**config.mk**
```make
export PLATFORM = sky130hd
export DESIGN_NAME = vdp_port
export DESIGN_NICKNAME = d
export VERILOG_FILES = /design/src/rtl/vdp_pkg.sv /design/src/rtl/vdp_regs.sv /design/src/rtl/vdp_port.sv
export SDC_FILE = /design/constraint.sdc
export NUM_CORES = 1
export LEC_CHECK = 0
export BUFFER_PORTS_ARGS = -buffer_cell sky130_fd_sc_hd__buf_2
export CORE_MARGIN = 3
export CORE_UTILIZATION = 35
export DETAILED_ROUTE_END_ITERATION = 8
export MAX_ROUTING_LAYER = met4
export PLACE_DENSITY_LB_ADDON = 0.3
export REMOVE_ABC_BUFFERS = 1
export SLEW_MARGIN = 20
export SYNTH_ARGS = -nofsm -noshare
export SYNTH_HDL_FRONTEND = slang
export SYNTH_SLANG_ARGS = --single-unit
```
**constraint.sdc**
```tcl
create_clock -name clk -period 3 [get_ports clk]
set_input_delay 0.3 -clock clk [delete_from_list [all_inputs] [get_ports clk]]
set_output_delay 0.3 -clock clk [all_outputs]
set_load 0.02 [all_outputs]
```
**src/rtl/vdp_pkg.sv**
```systemverilog
// Shared constants and types for the VDP CPU port: register indices,
// display modes, status bit positions and the control-code encoding.
package vdp_pkg;

  localparam int NUM_REGS = 11;

  localparam logic [3:0] R_MODE0   = 4'd0;
  localparam logic [3:0] R_MODE1   = 4'd1;
  localparam logic [3:0] R_NAME    = 4'd2;
  localparam logic [3:0] R_COLOR   = 4'd3;
  localparam logic [3:0] R_FONT    = 4'd4;
  localparam logic [3:0] R_SATTR   = 4'd5;
  localparam logic [3:0] R_SPAT    = 4'd6;
  localparam logic [3:0] R_COLORS  = 4'd7;
  localparam logic [3:0] R_XSCROLL = 4'd8;
  localparam logic [3:0] R_YSCROLL = 4'd9;
  localparam logic [3:0] R_VCOUNT  = 4'd10;

  localparam logic [2:0] MODE_TEXT = 3'd0;
  localparam logic [2:0] MODE_G1   = 3'd1;
  localparam logic [2:0] MODE_G2   = 3'd2;
  localparam logic [2:0] MODE_MC   = 3'd3;
  localparam logic [2:0] MODE_M4   = 3'd4;

  localparam int ST_INT = 7;
  localparam int ST_S5  = 6;
  localparam int ST_COL = 5;

  typedef enum logic [1:0] {
    CC_READ  = 2'b00,
    CC_WRITE = 2'b01,
    CC_REG   = 2'b10,
    CC_CRAM  = 2'b11
  } ctrl_code_e;

  typedef enum logic {
    LATCH_FIRST  = 1'b0,
    LATCH_SECOND = 1'b1
  } latch_state_e;

endpackage

```
**src/rtl/vdp_regs.sv**
```systemverilog
// VDP register file R0-R10 and the combinational decode that feeds the
// video block its mode, table bases, colours and scroll values.
module vdp_regs
  import vdp_pkg::*;
(
  input  logic        clk,
  input  logic        n_reset,
  input  logic        reg_we,
  input  logic [3:0]  reg_idx,
  input  logic [7:0]  reg_data,
  output logic [2:0]  mode,
  output logic [13:0] name_table_addr,
  output logic [13:0] color_table_addr,
  output logic [13:0] font_addr,
  output logic [13:0] sprite_attr_addr,
  output logic [13:0] sprite_pattern_table_addr,
  output logic        video_on,
  output logic        sprite_large,
  output logic        sprite_enlarged,
  output logic        vert_retrace_int,
  output logic [3:0]  text_color,
  output logic [3:0]  back_color,
  output logic [7:0]  x_scroll,
  output logic [7:0]  y_scroll
);

  logic [7:0] regs_q [NUM_REGS];

  always_ff @(posedge clk or negedge n_reset) begin
    if (!n_reset) begin
      for (int i = 0; i < NUM_REGS; i++) regs_q[i] <= '0;
    end else if (reg_we && reg_idx <= R_VCOUNT) begin
      regs_q[reg_idx] <= reg_data;
    end
  end

  // Mode priority: M4 overrides everything, then text, multicolour, G2.
  always_comb begin
    mode = MODE_G1;
    if (regs_q[R_MODE0][2])      mode = MODE_M4;
    else if (regs_q[R_MODE1][4]) mode = MODE_TEXT;
    else if (regs_q[R_MODE1][3]) mode = MODE_MC;
    else if (regs_q[R_MODE0][1]) mode = MODE_G2;
  end

  assign video_on         = regs_q[R_MODE1][6];
  assign vert_retrace_int = regs_q[R_MODE1][5];
  assign sprite_large     = regs_q[R_MODE1][1];
  assign sprite_enlarged  = regs_q[R_MODE1][0];

  assign name_table_addr           = {regs_q[R_NAME][3:0], 10'b0};
  assign color_table_addr          = {regs_q[R_COLOR], 6'b0};
  assign font_addr                 = {regs_q[R_FONT][2:0], 11'b0};
  assign sprite_attr_addr          = {regs_q[R_SATTR][6:0], 7'b0};
  assign sprite_pattern_table_addr = {regs_q[R_SPAT][2:0], 11'b0};

  assign text_color = regs_q[R_COLORS][7:4];
  assign back_color = regs_q[R_COLORS][3:0];
  assign x_scroll   = regs_q[R_XSCROLL];
  assign y_scroll   = regs_q[R_YSCROLL];

  // R10 (line counter) and the high bits of the base registers are stored only.
  logic unused_bits;
  assign unused_bits = ^{regs_q[R_VCOUNT], regs_q[R_MODE0][7:3], regs_q[R_MODE0][0],
                         regs_q[R_MODE1][7], regs_q[R_MODE1][2], regs_q[R_NAME][7:4],
                         regs_q[R_FONT][7:3], regs_q[R_SATTR][7], regs_q[R_SPAT][7:3]};

endmodule

```
**src/rtl/vdp_port.sv**
```systemverilog
// CPU-side VDP port: control-byte latch, auto-incrementing VRAM address with
// read-ahead buffer, status flags and frame interrupt.
module vdp_port
  import vdp_pkg::*;
#(
  parameter int ADDR_W = 14
) (
  input  logic              clk,
  input  logic              n_reset,
  input  logic              port_sel,
  input  logic              cpu_wr,
  input  logic              cpu_rd,
  input  logic [7:0]        cpu_din,
  output logic [7:0]        cpu_dout,
  output logic [ADDR_W-1:0] vram_addr,
  output logic              vram_wr,
  output logic              vram_rd,
  output logic [7:0]        vram_dout,
  input  logic [7:0]        vram_din,
  input  logic              frame_int,
  input  logic              sprite_collision,
  input  logic              too_many_sprites,
  input  logic [4:0]        sprite5,
  output logic [2:0]        mode,
  output logic [13:0]       name_table_addr,
  output logic [13:0]       color_table_addr,
  output logic [13:0]       font_addr,
  output logic [13:0]       sprite_attr_addr,
  output logic [13:0]       sprite_pattern_table_addr,
  output logic              video_on,
  output logic              sprite_large,
  output logic              sprite_enlarged,
  output logic              vert_retrace_int,
  output logic [3:0]        text_color,
  output logic [3:0]        back_color,
  output logic [7:0]        x_scroll,
  output logic [7:0]        y_scroll,
  output logic              n_int
);

  latch_state_e      latch_q, latch_d;
  logic [7:0]        latch_lo_q, latch_lo_d;
  logic [ADDR_W-1:0] addr_q, addr_d;
  logic [7:0]        buf_q, buf_d;
  logic [7:0]        dout_q, dout_d;
  logic [7:0]        wdata_q, wdata_d;
  logic              wr_pend_q, wr_pend_d;
  logic              rd_pend_q, rd_pend_d;
  logic              fill_q, fill_d;
  logic              int_q, int_d;
  logic              col_q, col_d;
  logic              s5_q, s5_d;
  logic [4:0]        s5_num_q, s5_num_d;
  logic              reg_we;
  logic [7:0]        status_w;

  logic       ctrl_wr, ctrl_rd, data_wr, data_rd, second_byte;
  ctrl_code_e code;

  assign ctrl_wr     = cpu_wr & port_sel;
  assign ctrl_rd     = cpu_rd & port_sel;
  assign data_wr     = cpu_wr & ~port_sel;
  assign data_rd     = cpu_rd & ~port_sel;
  assign second_byte = ctrl_wr && (latch_q == LATCH_SECOND);
  assign code        = ctrl_code_e'(cpu_din[7:6]);

  always_ff @(posedge clk or negedge n_reset) begin
    if (!n_reset) latch_q <= LATCH_FIRST;
    else          latch_q <= latch_d;
  end

  // Any access other than a control write resynchronises the byte pair.
  always_comb begin
    latch_d = latch_q;
    if (ctrl_wr)
      latch_d = (latch_q == LATCH_FIRST) ? LATCH_SECOND : LATCH_FIRST;
    else if (data_wr || data_rd || ctrl_rd)
      latch_d = LATCH_FIRST;
  end

  always_comb begin
    status_w         = '0;
    status_w[ST_INT] = int_q;
    status_w[ST_S5]  = s5_q;
    status_w[ST_COL] = col_q;
    status_w[4:0]    = s5_num_q;
  end

  // VRAM accesses are issued the cycle after the strobe; the address advances
  // on that access cycle so vram_addr always shows the location being touched.
  always_comb begin
    latch_lo_d = latch_lo_q;
    addr_d     = addr_q;
    buf_d      = buf_q;
    dout_d     = dout_q;
    wdata_d    = wdata_q;
    wr_pend_d  = 1'b0;
    rd_pend_d  = 1'b0;
    fill_d     = rd_pend_q;
    reg_we     = 1'b0;

    if (wr_pend_q || rd_pend_q) addr_d = addr_q + ADDR_W'(1);
    if (fill_q) buf_d = vram_din;

    if (ctrl_wr && latch_q == LATCH_FIRST) latch_lo_d = cpu_din;
    if (second_byte) begin
      case (code)
        CC_REG:  reg_we = 1'b1;
        CC_READ: begin
          addr_d    = ADDR_W'({cpu_din[5:0], latch_lo_q});
          rd_pend_d = 1'b1;
        end
        default: addr_d = ADDR_W'({cpu_din[5:0], latch_lo_q});
      endcase
    end

    if (data_wr) begin
      wdata_d   = cpu_din;
      buf_d     = cpu_din;
      wr_pend_d = 1'b1;
    end
    if (data_rd) begin
      dout_d    = buf_q;
      rd_pend_d = 1'b1;
    end
    if (ctrl_rd) dout_d = status_w;
  end

  // Flag sets take priority over the clear from a status read.
  always_comb begin
    int_d    = frame_int | (int_q & ~ctrl_rd);
    col_d    = sprite_collision | (col_q & ~ctrl_rd);
    s5_d     = s5_q & ~ctrl_rd;
    s5_num_d = s5_num_q;
    if (too_many_sprites && !s5_q) begin
      s5_d     = 1'b1;
      s5_num_d = sprite5;
    end
  end

  always_ff @(posedge clk or negedge n_reset) begin
    if (!n_reset) begin
      latch_lo_q <= '0;
      addr_q     <= '0;
      buf_q      <= '0;
      dout_q     <= '0;
      wdata_q    <= '0;
      wr_pend_q  <= 1'b0;
      rd_pend_q  <= 1'b0;
      fill_q     <= 1'b0;
      int_q      <= 1'b0;
      col_q      <= 1'b0;
      s5_q       <= 1'b0;
      s5_num_q   <= '0;
    end else begin
      latch_lo_q <= latch_lo_d;
      addr_q     <= addr_d;
      buf_q      <= buf_d;
      dout_q     <= dout_d;
      wdata_q    <= wdata_d;
      wr_pend_q  <= wr_pend_d;
      rd_pend_q  <= rd_pend_d;
      fill_q     <= fill_d;
      int_q      <= int_d;
      col_q      <= col_d;
      s5_q       <= s5_d;
      s5_num_q   <= s5_num_d;
    end
  end

  assign cpu_dout  = dout_q;
  assign vram_addr = addr_q;
  assign vram_wr   = wr_pend_q;
  assign vram_rd   = rd_pend_q;
  assign vram_dout = wdata_q;
  assign n_int     = ~(int_q & vert_retrace_int);

  vdp_regs u_regs (
    .clk                       (clk),
    .n_reset                   (n_reset),
    .reg_we                    (reg_we),
    .reg_idx                   (cpu_din[3:0]),
    .reg_data                  (latch_lo_q),
    .mode                      (mode),
    .name_table_addr           (name_table_addr),
    .color_table_addr          (color_table_addr),
    .font_addr                 (font_addr),
    .sprite_attr_addr          (sprite_attr_addr),
    .sprite_pattern_table_addr (sprite_pattern_table_addr),
    .video_on                  (video_on),
    .sprite_large              (sprite_large),
    .sprite_enlarged           (sprite_enlarged),
    .vert_retrace_int          (vert_retrace_int),
    .text_color                (text_color),
    .back_color                (back_color),
    .x_scroll                  (x_scroll),
    .y_scroll                  (y_scroll)
  );

endmodule

```
======== After elaboration in Yosys (flattened, before gate mapping) ========
Cells that the tools add are included.
storage, ports and cells
  input bits .............................. 29
  output and inout bits ................... 134
  register bits after elaboration ......... 146
operators by class
  bitwise operators ....................... 15
  equal/unequal tests ..................... 1
  reductions and logical operators ........ 13
  $lt $le $gt $ge ......................... 3
  multiplexer cells ....................... 24
  add/subtract/negate cells ............... 1
operator list
  cell                   count
  $bwmux 88              1
  $mux 14                3
  $mux 8                 5
  $demux 8 s4            1
  $add 14x1->14 const B  1
  $mux 1                 10
  $mux 3                 3
  $and 1x1->1            8
  $reduce_bool 2->1      3
  $ge 5x5->1 const B     1
  $logic_and 1x1->1      5
  $lt 5x1->1 const B     1
  $not 4->5              1
  $le 4x4->1 const B     1
  $not 1->1              4
  $logic_or 1x1->1       3
  $eq 2x2->1 const B     1
  $logic_not 2->1        1
  $mux 2                 1
  $or 1x1->1             2
  $logic_not 1->1        1

======== Longest topological paths before layout ========
  depth in word-level cells ............... 6
  depth in mapped cells ................... 7
  mapped depth without buffers ............ 5

======== Cells and area by module ========
From an unflattened synthesis, not the netlist that was laid out.
unflattened totals
  cells, all modules ...................... 463
  area total of the unflattened synthesis .. 5,511.5 um2
by module, submodules not included
  module    times used  cells an instance  area an instance (um2)
  vdp_regs  1           234                2,974.1
  vdp_port  1           229                2,537.4

======== Worst setup path after synthesis ========
Ideal clock, no wire load.
  path kind ............................... input to register
  start point ............................. in cpu_din[0]
  end point ............................... reg u_regs.regs_q, in the netlist u_regs.back_color[0]
  path slack .............................. 1.358 ns
  path buffers ............................ 2
  cell stages on the path ................. 5
  data required time ...................... 2.875 ns
  arrival time ............................ 1.517 ns
  cells stage by stage .................... clkbuf_1 -> nand3b_1 -> or3_1 -> buf_6 -> mux2_4
between the ends
  longest elaborated chain between the ends .. 6
  elaborated cells between the ends (all ways) .. 9
ends and longest elaborated chain
  what                                                                   RTL line        text
  from (decl)                                                            vdp_port.sv:13  input logic [7:0] cpu_din,
  $not 4->5 (not written as such)                                        vdp_regs.sv:33  regs_q[reg_idx] <= reg_data;
  $ge 5x5->1 (not written as such) / $lt 5x1->1 (equally long branches)  vdp_regs.sv:33
  $logic_and 1x1->1 (not written as such)                                vdp_regs.sv:33
  $mux 8 (not written as such)                                           vdp_regs.sv:33
  $demux 8 s4                                                            vdp_regs.sv:33
  $bwmux 88                                                              vdp_regs.sv:33
  to (signal, indexed assignment)                                        vdp_regs.sv:33
  to (decl)                                                              vdp_regs.sv:27  logic [7:0] regs_q [NUM_REGS];
Several ways; a longest one is shown, not always the timed one.
A chain may end at the register's enable or synchronous reset.

======== Worst setup path in the final report ========
  start point ............................. reg rd_pend_q, in the netlist vram_rd
  end point ............................... reg addr_q[13], in the netlist vram_addr[13]
between the ends
  longest elaborated chain between the ends .. 4
ends and longest elaborated chain
  what                    RTL line         text
  from (decl)             vdp_port.sv:48   logic rd_pend_q, rd_pend_d;
  from (signal assigned)  vdp_port.sv:162  rd_pend_q <= rd_pend_d;
  $logic_or 1x1->1 (*)    vdp_port.sv:102  if (wr_pend_q || rd_pend_q) addr_d = addr_q + ADDR_W'(1);
  $mux 14 (*)             vdp_port.sv:102
  $mux 14                 vdp_port.sv:107  case (code)
  $mux 14 (*)             vdp_port.sv:106  if (second_byte) begin
  net addr_d[13]          vdp_port.sv:43   logic [ADDR_W-1:0] addr_q, addr_d;
  to (signal assigned)    vdp_port.sv:157  addr_q <= addr_d;
  to (decl)               vdp_port.sv:43
The timed path passes the listed nets; every way through them passes the cells marked *.

==> run_results.csv <==
group,metric,value,unit
outcome,status,"finished, final reports clean",
critical_path,rr_worst_depth,4,
detailed_routing,drc_errors,0,
clocking,cts_root_buf,"clkbuf_16",
detailed_routing,via_count,3418,
yosys,synth.cell_area,5543,µm²
detailed_routing,wl_per_cell,16.14,µm
layout,drive_above_1_share,0.4195,
yosys,yosysTopAreaCell,"dfrtp_1",
layout,syn_to_final_growth,14.60,%
timing,fin_crit_sh,0.5875,
floorplan,die_x,131.8,µm
detailed_routing,dr.pass1.iters,4,
global_route,grt-ovfl-total,0,
critical_path,critical_path_class,"register to register",
timing,period_minus_slack,1763,ps
power_and_ir_drop,p_leak,3.290,nW
timing,clock-skew-final,7.458,ps
timing,drv_slew,0,
power_and_ir_drop,ir_drop,0.0004754,V
floorplan,dieArea,17380,µm²
critical_path,startpoint_type,"register",
clocking,post_cts_buffers,0,
timing,finalHoldViolCount,0,
global_route,grt_use_total,0.1503,
job,drv_cap,0,
timing,fin_setup_tns,0,ps
yosys,syn-mean-instance-area,11.82,µm²
place,hpwlAfterDp,8967,µm
place,io_buffer_count,117,
clocking,clockBufferDepth,2,
yosys,async_reset_ff_frac,1.000,
clocking,clk_latency,410,ps
yosys,ys_seq_area_frac,0.5192,
yosys,yosysUniqueCellTypes,40,
global_route,antenna_found_initial,2,
yosys,netlist_instances,469,
power_and_ir_drop,power_density,737.3,nW/µm²
timing,setup_viol,0,
floorplan,core_area,15370,µm²
clocking,cts.sinks,115,
clocking,numCtsBuffers,17,
critical_path,end_kind,"register",
floorplan,rows,45,
clocking,clk_pin_slew,60,ps
detailed_routing,drtIter0Drc,155,
yosys,synth-seq-cells,115,
yosys,yosys.area.top_type_share,0.5192,
detailed_routing,totalWireLength,12360,µm
place,gp_congestion,0.8014,
critical_path,crit_fanout,6,
clocking,htree_levels,4,
global_route,grt_pass1_wl,19620,µm
timing,worstMarginPinSlew,912.3,ps
timing,relSlewSlack,0.3918,
yosys,yosysMostFrequentCell,"dfrtp_1",
yosys,synth_top_cells_by_count,"115 x dfrtp_1, 95 x buf_4, 64 x mux2_2",
timing,max_freq,567.4,MHz
floorplan,initial_utilization,0.3606,
yosys,synth.yosys.warnings,0,
clocking,postCtsResizedCells,0,
timing,hold_ws,1.629,ps
global_route,first_global_vias,3621,
critical_path,cp.required,3290,ps
detailed_routing,ant_nets,0,
critical_path,arrival,2050,ps
yosys,dominantRegCellSynth,"dfrtp_1",
yosys,synthTopCellsByArea,"dfrtp_1 52%, mux2_2 13%, buf_4 13%",
worst_hold_path,hp-class,"primary input to async pin",
global_route,grt_max_degree,74,
floorplan,ios,163,
timing,rsz0062_at_grt,"no",
clocking,cts_hold_buf,0,
layout,fin_nets,570,
detailed_routing,vias_per_cell,4.462,
floorplan,die_height,131.8,µm
yosys,synth_edf_count,0,
clocking,cts_tree,"yes",
power by group:
group / switching, W / internal [W] / leakage (nW)
logic: 0.000504 / 0.000299 / 1.53
clock network: 0.000739 / 0.00115 / 0.275
registers: 0.000237 / 0.00176 / 1.48
state kept, by name (all words and copies together), names as in the netlist, 8 cells and up:
signal                   count
buf_q                        8
cpu_dout                     8
latch_lo_q                   8
u_regs.color_table_addr      8
u_regs.x_scroll              8
u_regs.y_scroll              8
vram_addr                   14
vram_dout                    8
layout by cell type (no fill, tap or decap), drive strengths merged, types with 8 or more instances in the layout:
cell    instances
buf           120
dfrtp         115
mux2           72
nand2          47
conb           45
o21ai          22
clkbuf         18
mux2i          17
nor2           16
clkinv         10
nor3            9
xnor2           8
a21oi           8
inv             8
logic make-up after synthesis:
logic type,count (synthesis),share of synthesized area
buf+inv,118,0.1476
flops,115,0.5192
simple gates,96,0.09187
mux,89,0.1824
compound gates,36,0.03544
xor+xnor,13,0.02054
fa+ha+maj,1,0.002257
other cells,1,0.0006766
critical path, cell delays in order, from the launching register on:
cell       delay, ps
dfrtp_1          440
o2111ai_1        340
nor4_1           480
xor2_1           110
mux2_2           270
final timing paths:
check,start,endpoint,slack [ps]
hold / removal,n_reset,u_regs.sprite_attr_addr[7],2
setup reg to reg,vram_rd,vram_addr[13],1240
setup / recovery,vram_rd,vram_addr[13],1240
hold reg to reg,col_q,col_q,470
max in group asynchronous,n_reset,vram_addr[1],2100
min in group clk,frame_int,int_q,70
per-stage QoR:
step,area (µm²),total power [W],setup WS (ps),util,cells
finish,6352,0.004683,1237,0.4133,766
global route,6352,0.004932,1158,0.4133,766
CTS,6347,0.004752,1207,0.4129,764
detailed placement,5787,0.002841,913.2,0.3765,732
global placement,5787,0.002821,957.7,0.3765,732
floorplan,4912,0.002469,1210,-,401
layer usage:
metal,track usage,vias up,part of all wire
met5,-,-,0
met3,0.04962,9,0.066
met4,0.04842,0,0.0083
met1,0.1855,1660,0.45
li1,-,1605,-
met2,0.2344,144,0.47
layout make-up:
| class | count | area (µm²) |
|---|---|---|
| Clock buffer | 18 | 429.2 |
| Antenna cell | 2 | 5.005 |
| Fill cell | 1484 | 9019 |
| Clock inverter | 14 | 131.4 |
| Tap cell | 211 | 264.0 |
| Timing Repair Buffer | 120 | 610.6 |
| Inverter | 6 | 22.52 |
| Multi-Input combinational cell | 280 | 2012 |
| Sequential cell | 115 | 2878 |
(Power assumes the default switching activity.)
